## src/rtl/divider_unit_if.sv

```systemverilog
// ---------------------------------------------------------------------------
// divider_unit_if
//   Start/busy/done handshake between the pipeline controller and the
//   multi-cycle divider.
//   master (controller): drives start, sgn, a, b; observes busy, done,
//                        lo, hi, div_zero.
//   slave  (divider)   : the reverse.
//   WIDTH sets the operand and result width.
// ---------------------------------------------------------------------------
interface divider_unit_if #(
  parameter int WIDTH = 32
);
  logic             start;
  logic             sgn;
  logic [WIDTH-1:0] a;
  logic [WIDTH-1:0] b;
  logic             busy;
  logic             done;
  logic [WIDTH-1:0] lo;
  logic [WIDTH-1:0] hi;
  logic             div_zero;

  modport master (
    output start, sgn, a, b,
    input  busy, done, lo, hi, div_zero
  );

  modport slave (
    input  start, sgn, a, b,
    output busy, done, lo, hi, div_zero
  );
endinterface

```

## src/rtl/divider_unit.sv

```systemverilog
// ---------------------------------------------------------------------------
// divider_unit
//   Multi-cycle restoring shift-subtract divider for DIV (signed) and DIVU
//   (unsigned). One quotient bit per cycle. The quotient goes to lo and the
//   remainder to hi, following the HI/LO convention of the multiplier.
//
//   Ports:
//     clk    - single clock, rising edge
//     reset  - synchronous, active-high
//     bus    - divider_unit_if.slave:
//                start/sgn/a/b in  : request, captured only while idle
//                busy          out : operation in progress (CALC or FIX)
//                done          out : one-cycle pulse when results update
//                lo/hi         out : quotient / remainder
//                div_zero      out : last completed operation had b == 0
//
//   Timing: a nonzero-divisor request sampled at edge k finishes at edge
//   k+33; a zero-divisor request finishes at edge k+1.
// ---------------------------------------------------------------------------
module divider_unit #(
  parameter int WIDTH = 32
) (
  input  logic           clk,
  input  logic           reset,
  divider_unit_if.slave  bus
);

  localparam int CW = $clog2(WIDTH) + 1;

  typedef enum logic [1:0] {
    IDLE = 2'd0,
    CALC = 2'd1,
    FIX  = 2'd2
  } state_t;

  state_t           state_q,    state_d;
  logic [CW-1:0]    cnt_q,      cnt_d;
  logic [WIDTH-1:0] rem_q,      rem_d;      // partial remainder
  logic [WIDTH-1:0] quo_q,      quo_d;      // dividend shifting out, quotient shifting in
  logic [WIDTH-1:0] dvs_q,      dvs_d;      // divisor magnitude
  logic             qneg_q,     qneg_d;     // negate quotient in FIX
  logic             rneg_q,     rneg_d;     // negate remainder in FIX
  logic             dz_q,       dz_d;       // current operation divides by zero
  logic [WIDTH-1:0] lo_q,       lo_d;
  logic [WIDTH-1:0] hi_q,       hi_d;
  logic             done_q,     done_d;
  logic             div_zero_q, div_zero_d;

  // Operand magnitudes. The sign flags are already gated by sgn, so DIVU
  // passes the raw operands through untouched.
  logic             a_neg, b_neg;
  logic [WIDTH-1:0] a_mag, b_mag;

  // Trial subtraction on the shifted remainder. The extra top bit is the
  // borrow: set means the divisor did not fit and the old value is kept.
  logic [WIDTH:0]   trial;

  always_comb begin
    a_neg = bus.sgn & bus.a[WIDTH-1];
    b_neg = bus.sgn & bus.b[WIDTH-1];
    a_mag = a_neg ? -bus.a : bus.a;
    b_mag = b_neg ? -bus.b : bus.b;
    trial = {rem_q, quo_q[WIDTH-1]} - {1'b0, dvs_q};
  end

  // Next-state and datapath logic.
  always_comb begin
    // NOTE: every *_d gets a default before the case so no path leaves a
    // signal unassigned, which would otherwise infer a latch.
    state_d    = state_q;
    cnt_d      = cnt_q;
    rem_d      = rem_q;
    quo_d      = quo_q;
    dvs_d      = dvs_q;
    qneg_d     = qneg_q;
    rneg_d     = rneg_q;
    dz_d       = dz_q;
    lo_d       = lo_q;
    hi_d       = hi_q;
    done_d     = 1'b0;
    div_zero_d = div_zero_q;

    case (state_q)
      IDLE: begin
        if (bus.start) begin
          qneg_d = a_neg ^ b_neg;
          rneg_d = a_neg;
          rem_d  = '0;
          cnt_d  = CW'(WIDTH);
          dvs_d  = b_mag;
          if (bus.b == '0) begin
            // No iterations: keep the untouched dividend so FIX can
            // return it as the remainder.
            dz_d    = 1'b1;
            quo_d   = bus.a;
            state_d = FIX;
          end else begin
            dz_d    = 1'b0;
            quo_d   = a_mag;
            state_d = CALC;
          end
        end
      end

      CALC: begin
        if (!trial[WIDTH]) begin
          rem_d = trial[WIDTH-1:0];
          quo_d = {quo_q[WIDTH-2:0], 1'b1};
        end else begin
          rem_d = {rem_q[WIDTH-2:0], quo_q[WIDTH-1]};
          quo_d = {quo_q[WIDTH-2:0], 1'b0};
        end
        cnt_d = cnt_q - CW'(1);
        if (cnt_q == CW'(1)) begin
          state_d = FIX;
        end
      end

      FIX: begin
        if (dz_q) begin
          lo_d = '1;
          hi_d = quo_q;
        end else begin
          // 0x80000000 / -1 yields magnitude 0x80000000 with a positive
          // quotient sign, which is exactly the wrapped result wanted.
          lo_d = qneg_q ? -quo_q : quo_q;
          hi_d = rneg_q ? -rem_q : rem_q;
        end
        div_zero_d = dz_q;
        done_d     = 1'b1;
        state_d    = IDLE;
      end

      default: begin
        state_d = IDLE;
      end
    endcase
  end

  always_ff @(posedge clk) begin
    // NOTE: state registers use non-blocking assignments so every flop
    // samples the pre-edge values regardless of statement order.
    if (reset) begin
      state_q    <= IDLE;
      cnt_q      <= '0;
      rem_q      <= '0;
      quo_q      <= '0;
      dvs_q      <= '0;
      qneg_q     <= 1'b0;
      rneg_q     <= 1'b0;
      dz_q       <= 1'b0;
      lo_q       <= '0;
      hi_q       <= '0;
      done_q     <= 1'b0;
      div_zero_q <= 1'b0;
    end else begin
      state_q    <= state_d;
      cnt_q      <= cnt_d;
      rem_q      <= rem_d;
      quo_q      <= quo_d;
      dvs_q      <= dvs_d;
      qneg_q     <= qneg_d;
      rneg_q     <= rneg_d;
      dz_q       <= dz_d;
      lo_q       <= lo_d;
      hi_q       <= hi_d;
      done_q     <= done_d;
      div_zero_q <= div_zero_d;
    end
  end

  // busy covers CALC and FIX; done is registered in FIX, when the state has
  // already returned to IDLE, so the two are never high together.
  assign bus.busy     = (state_q != IDLE);
  assign bus.done     = done_q;
  assign bus.lo       = lo_q;
  assign bus.hi       = hi_q;
  assign bus.div_zero = div_zero_q;

endmodule

```

## src/flat_wrapper.sv

```systemverilog
// flat-port wrapper written by rule: the top's interface ports become plain ports
module divider_unit_flat 
#(
  parameter int WIDTH = 32
)
  (clk, reset, bus_start, bus_sgn, bus_a, bus_b, bus_busy, bus_done, bus_lo, bus_hi, bus_div_zero);
  divider_unit_if #(.WIDTH(WIDTH)) bus_i ();
  input  logic clk;
  input  logic reset;
  input wire logic [$bits(bus_i.start)-1:0] bus_start;
  input wire logic [$bits(bus_i.sgn)-1:0] bus_sgn;
  input wire logic [$bits(bus_i.a)-1:0] bus_a;
  input wire logic [$bits(bus_i.b)-1:0] bus_b;
  output wire logic [$bits(bus_i.busy)-1:0] bus_busy;
  output wire logic [$bits(bus_i.done)-1:0] bus_done;
  output wire logic [$bits(bus_i.lo)-1:0] bus_lo;
  output wire logic [$bits(bus_i.hi)-1:0] bus_hi;
  output wire logic [$bits(bus_i.div_zero)-1:0] bus_div_zero;
  assign bus_i.start = bus_start;
  assign bus_i.sgn = bus_sgn;
  assign bus_i.a = bus_a;
  assign bus_i.b = bus_b;
  assign bus_busy = bus_i.busy;
  assign bus_done = bus_i.done;
  assign bus_lo = bus_i.lo;
  assign bus_hi = bus_i.hi;
  assign bus_div_zero = bus_i.div_zero;
  divider_unit #(.WIDTH(WIDTH)) u_core (.clk(clk), .reset(reset), .bus(bus_i));
endmodule
```

## config.mk

```make
export PLATFORM = sky130hd
export DESIGN_NAME = divider_unit_flat
export DESIGN_NICKNAME = d
export VERILOG_FILES = /design/src/rtl/divider_unit_if.sv /design/src/rtl/divider_unit.sv /design/src/flat_wrapper.sv
export SDC_FILE = /design/constraint.sdc
export NUM_CORES = 1
export LEC_CHECK = 0
export ABC_CLOCK_PERIOD_IN_PS = 3700
export BUFFER_PORTS_ARGS = -buffer_cell sky130_fd_sc_hd__buf_2
export CORE_MARGIN = 10
export CORE_UTILIZATION = 39
export DETAILED_ROUTE_END_ITERATION = 16
export SLEW_MARGIN = 20
export SYNTH_ARGS = -nofsm -noshare
export SYNTH_HDL_FRONTEND = slang
export SYNTH_SLANG_ARGS = --single-unit
```

## constraint.sdc

```tcl
create_clock -name clk -period 3.7 [get_ports clk]
set_clock_uncertainty 0.1 [all_clocks]
set_input_delay 0.74 -clock clk [delete_from_list [all_inputs] [get_ports clk]]
set_output_delay 0.74 -clock clk [all_outputs]
set_load 0.1 [all_outputs]
```

# Word-level counts from Yosys, hierarchy flattened
# Cells that the tools add are included.
dict set report op_classes {
  n_reduce_logical 7
  addsub 6
  bitwise 3
  eq_ne 5
  n_mux 21
}
# op n
set op_table {}
lappend op_table {{32-bit 2-to-1 mux} 10}
lappend op_table {{32-bit negator} 4}
lappend op_table {{32-bit one-hot mux with 2 select lines} 2}
lappend op_table {{33-bit by 32-bit subtractor with 33-bit output} 1}
lappend op_table {{32-bit logical NOT} 1}
lappend op_table {{6-bit one-hot mux with 2 select lines} 1}
lappend op_table {{6-bit by 1-bit == test with 1-bit output, second input constant} 1}
lappend op_table {{2-bit 2-to-1 mux} 3}
lappend op_table {{6-bit 2-to-1 mux} 1}
lappend op_table {{2-bit AND reduction} 3}
lappend op_table {{6-bit by 1-bit subtractor with 6-bit output, second input constant} 1}
lappend op_table {{2-bit one-hot mux with 2 select lines} 1}
lappend op_table {{2-bit nonzero test} 2}
lappend op_table {{1-bit 2-to-1 mux} 3}
lappend op_table {{1-bit AND} 2}
lappend op_table {{2-bit by 1-bit == test with 1-bit output, second input constant} 1}
lappend op_table {{2-bit == test, second input constant} 1}
lappend op_table {{2-bit logical NOT} 1}
lappend op_table {{2-bit by 1-bit != test with 1-bit output, second input constant} 1}
lappend op_table {{2-bit != test, second input constant} 1}
lappend op_table {{1-bit XOR} 1}
dict set report word_totals {
  input_bits 68
  ff_bits 173
}

# Logic depth before layout (Yosys ltp)
dict set report logic_depth {
  word_depth 5
  ltp_mapped 14
}

# Worst setup path after synthesis
# Ideal clock, no wire load.
dict set report synth_timing {
  path_kind {input to register}
  startpoint {in bus_b[9]}
  endpoint {reg u_core.quo_q[1]}
  setup_slack_ns 0.374
  stages 12
  t_required_ns 3.472
  t_arrival_ns 3.099
  setup_time_ns 0.128
  cell_sequence {or3_1 nor3_1 nand3_4 nor2b_4 nand2_2 or3_1 buf_2 and3_1 buf_6 mux2_4 a222oi_1 nor2_1}
}
dict set report synth_via {
  elab_chain_cells 4
}
# element line_no
set synth_rtl {}
lappend synth_rtl {{start: declaration} flat_wrapper.sv:13} ;# input wire logic [$bits(bus_i.b)-1:0] bus_b;
lappend synth_rtl {{32-bit logical NOT} divider_unit.sv:91} ;# if (bus.b == '0) begin
lappend synth_rtl {{32-bit 2-to-1 mux} divider_unit.sv:91}
lappend synth_rtl {{32-bit 2-to-1 mux} divider_unit.sv:85} ;# if (bus.start) begin
lappend synth_rtl {{32-bit one-hot mux with 2 select lines} divider_unit.sv:83} ;# case (state_q)
lappend synth_rtl {{end signal: assignment} divider_unit.sv:160} ;# quo_q <= quo_d;
lappend synth_rtl {{end: declaration} divider_unit.sv:39} ;# logic [WIDTH-1:0] quo_q, quo_d;
# No other way between the ends. The select of a mux whose other input is x is not followed.
# A chain may end at the register's enable or synchronous reset.

# Worst setup path in the final report
dict set report layout_timing {
  startpoint {reg u_core.quo_q[31]}
  endpoint {reg u_core.quo_q[0]}
}
dict set report layout_via {
  elab_chain_cells 3
}
# element line_no
set layout_rtl {}
lappend layout_rtl {{33-bit by 32-bit subtractor with 33-bit output} divider_unit.sv:63} ;# trial = {rem_q, quo_q[WIDTH-1]} - {1'b0, dvs_q};
lappend layout_rtl {{1-bit 2-to-1 mux} divider_unit.sv:106} ;# if (!trial[WIDTH]) begin
lappend layout_rtl {{32-bit one-hot mux with 2 select lines} divider_unit.sv:83}
# No other way between the ends.

==> impl.org <==
** Status
- Result of the run :: complete, no violations

** Critical path
- Worst path slowest cell :: fa_1
- Data arrival time of the worst path :: ~3700 ps
- Endpoint kind of the worst setup timing path :: register
- Data on the critical path is required at its endpoint by approximately 4000 ps.
- The most numerous cell type found on the critical path is a31oi_2.
- Reg2Reg Setup Slack :: 230 ps
- Crit-path cells :: inv_1, ha_1, fa_1, nand2b_1, a21oi_1, o211ai_1, a31oi_2, nor3_1, o2111ai_1, a31oi_2, xnor2_4, buf_12, a222oi_1, nor2_1
- Worst Setup Path Type :: reg -> reg
- In this design, the stage delay of the slowest critical-path cell is approximately 380 ps.
- STA classifies the critical path startpoint as a register.
- Along the worst path, the maximum fanout reaches 22.

** CTS
- Clock slew seen by the registers of the worst setup and hold paths :: ~80 ps
- Buffers inserted by post-CTS timing repair :: 0
- The H-tree was split into 4 levels.
- The root buffer cell chosen for the clock tree is clkbuf_16.
- Number of clock sinks seen by CTS :: between 150 and 200
- TritonCTS clock tree :: built
- Number of buffers created by CTS :: 17
- Worst-Skew Late Latency :: 430 ps
- Counting along the longest clock path gives a buffer depth of 2.

** Synth
- In the synthesized netlist the dominant register cell turns out to be dfxtp_1.
- Sequential-to-total area share from yosys stat :: 0.3207
- Synth Net Count :: 1497
- Count of mapped cells out of synthesis :: 1390
- After synthesis the cells add up to 0.01080 mm².
- Counting flops and latches in the post-synthesis netlist gives about 170.
- Counting distinct cell types in the post-synthesis netlist gives 67.
- For this run, the number of Yosys warnings is 0.
- The synthesized design contains 0 enable-type register cells.
- Each instance of the synthesized netlist takes up on average 7.768 µm².
- For this run, asynchronously set or reset flops after synthesis account for 0.

** Drt
- Final wirelength :: 31950 µm
- After detailed routing, the number of vias per cell comes to between 5 and 6.
- Number of remaining DRC errors :: 0
- The first TritonRoute pass finished after 5 iterations.
- Total vias in the final route :: 10102
- In this run, the number of DRC markers left after iteration 0 of detailed routing was 640.
- After detailed routing, the average wire length per cell comes to 17.11 µm.
- The detail route stage leaves a number of antenna-violating nets equal to 0.

** Place
- Once placement finished, the instance area stood at 0.01186 mm².
- Number of port buffers :: around 130
- Routability Congestion :: 0.8900
- DP Cell Count :: 1835
- HPWL after DPL :: ~24000 µm
- Prior to clock tree synthesis, the placed netlist has a worst setup slack of 93.94 ps.

** Floorplan
- Count of pins on the block boundary :: 135
- X dimension of the die :: 186.4 µm
- The floorplan step set the die height to 186.4 µm.
- The total area inside the core boundary comes to approximately 0.027 mm².
- Number of placement rows :: 60
- Initial core utilization :: 0.3984
- Area of the die :: 0.03474 mm²

** Timing
- The worst path meets setup with 230.8 ps of slack.
- Headroom to the max-slew limit :: 0.2466
- Setup Total Neg Slack :: 0 ps
- The routed design could run at a clock period as short as 3469 ps.
- Hold_ws :: around 350 ps
- Part of the cycle the worst path needs :: 0.9376
- The final number of hold-violating endpoints is 0.
- Transition time of the tightest slew-check pin :: approximately 1100 ps
- The number of pins with negative max-slew slack in the final report was 0.
- For this run, the top clock speed supported by timing is approximately 290 MHz.
- Number of setup violations in the final report :: 0

** Final layout
- Most common cell after layout, fill and taps aside :: nand2_1
- Share of final-layout standard cells stronger than drive strength 1 :: 0.1498
- For this run, the number of standard cells in the final layout without fillers is 1867.
- Area Growth Syn to Fin :: 15.50%
- The repair_antennas step left the layout with diodes totalling 0.
- NumNets Final :: roughly 1600
- Core utilization of the finished layout :: 0.4602
- Commonest cells after routing, fill and taps aside :: nand2_1, dfxtp_1, buf_2, nor2_1, o21ai_0
- With fillers left out, the area of the finished cells amounts to 0.01247 mm².

** Power
- Total power per unit cell area :: between 400 and 500 mW/mm²
- The analysis attributes to cell leakage a power of around 5 nW.
- Total power :: 5.013 mW
- Worst vdd rail ir drop :: 0.0002389 V

** Hold path
- Type of the most critical hold path :: reg -> reg

** Global route
- Remaining global-route overflow :: 0
- The number of antenna violations at the first check in global routing is 0.
- Across every metal layer, demand over resource in global routing totals 0.1767.
- Vias in the first global route :: around 9500
- Largest net degree at the start of global routing :: 101
- The first global-routing pass estimated 51420 µm of wire.

** Run
- Max-capacitance violation count :: 0
==> final cells by class <==
class	instances	area, µm²
clock buffers	19	442.9
clock inverters	13	153.9
well taps	372	465.4
repair buffers	164	927.1
multi-input cells	1071	6812
fillers	2706	14630
flip-flops and latches	173	3465
inverters	55	206.4
==> cells in the mapped netlist (all sizes together) (12+ instances only) <==
master | n | area [µm²]
o22ai | 53 | 331.6
nand2b | 17 | 106.4
a211oi | 33 | 247.7
a22oi | 30 | 225.2
o21ai | 101 | 505.5
nor4 | 14 | 102.6
inv | 55 | 206.5
o211ai | 12 | 90.09
dfxtp | 173 | 3463
nand3 | 14 | 82.58
buf | 12 | 61.30
ha | 38 | 475.5
mux2i | 32 | 320.3
nor3 | 28 | 140.1
nor2 | 128 | 488.0
clkbuf | 79 | 296.5
or4 | 14 | 112.6
xor2 | 72 | 630.6
a21oi | 84 | 420.4
xnor2 | 72 | 638.1
o31ai | 27 | 216.5
nand2 | 175 | 659.4
==> registers in the layout, summed over array words and instances (netlist names) <==
register and cells:
u_core.bus.lo 32, u_core.state_q 2, u_core.bus.done 1, u_core.rem_q 32
u_core.bus.hi 32, u_core.qneg_q 1, u_core.quo_q 32, u_core.bus.div_zero 1
u_core.cnt_q 6, u_core.dz_q 1, u_core.dvs_q 32, u_core.rneg_q 1
==> layer usage <==
layer | routed length, µm | vias up | GRT usage | share of wire
li1 | - | 5132 | - | -
met1 | 14860 | 4683 | 0.2327 | 0.47
met2 | 15170 | 255 | 0.2896 | 0.47
met3 | 1400 | 32 | 0.02775 | 0.044
met4 | 518 | 0 | 0.05410 | 0.016
met5 | 0 | - | 0 | 0
==> worst max-delay path: cells and delay by family (launching register included) <==
kind,cells,cell delay [ps]
buf+inv,2,290
xor+xnor,1,180
fa+ha+maj,2,600
simple gates,3,380
flops,1,350
compound gates,6,1440
==> what timing repair did <==
item                       CTS  global route
hold buffers                 0             0
setup endpoints to repair    0            20
hold endpoints to repair     0             0
resized for setup            0             3
==> report_power, final <==
| part | total, mW | switching (mW) | internal, mW |
|---|---|---|---|
| Sequential | 2.08 | 0.118 | 1.96 |
| Clock | 1.83 | 0.856 | 0.977 |
| Combinational | 1.10 | 0.712 | 0.388 |
| Total | 5.01 | 1.69 | 3.33 |
==> worst paths after layout <==
path / from / endpoint / cells after the start
min: u_core.bus.hi[18]$_SDFFE_PP0P_ / u_core.bus.hi[18]$_SDFFE_PP0P_ / 2
max: u_core.quo_q[31]$_SDFFE_PP0P_ / u_core.quo_q[0]$_SDFFE_PP0P_ / 14
min reg2reg: u_core.bus.hi[18]$_SDFFE_PP0P_ / u_core.bus.hi[18]$_SDFFE_PP0P_ / 2
max reg2reg: u_core.quo_q[31]$_SDFFE_PP0P_ / u_core.quo_q[0]$_SDFFE_PP0P_ / 14
==> logic make-up after synthesis <==
group           Yosys count  share of synthesized area
xor+xnor                144                     0.1175
flops                   173                     0.3207
fa+ha+maj                39                    0.04589
simple gates            446                     0.1919
mux                      34                    0.03210
buf+inv                 146                    0.05226
compound gates          408                     0.2396
(Power assumes the default switching activity.)
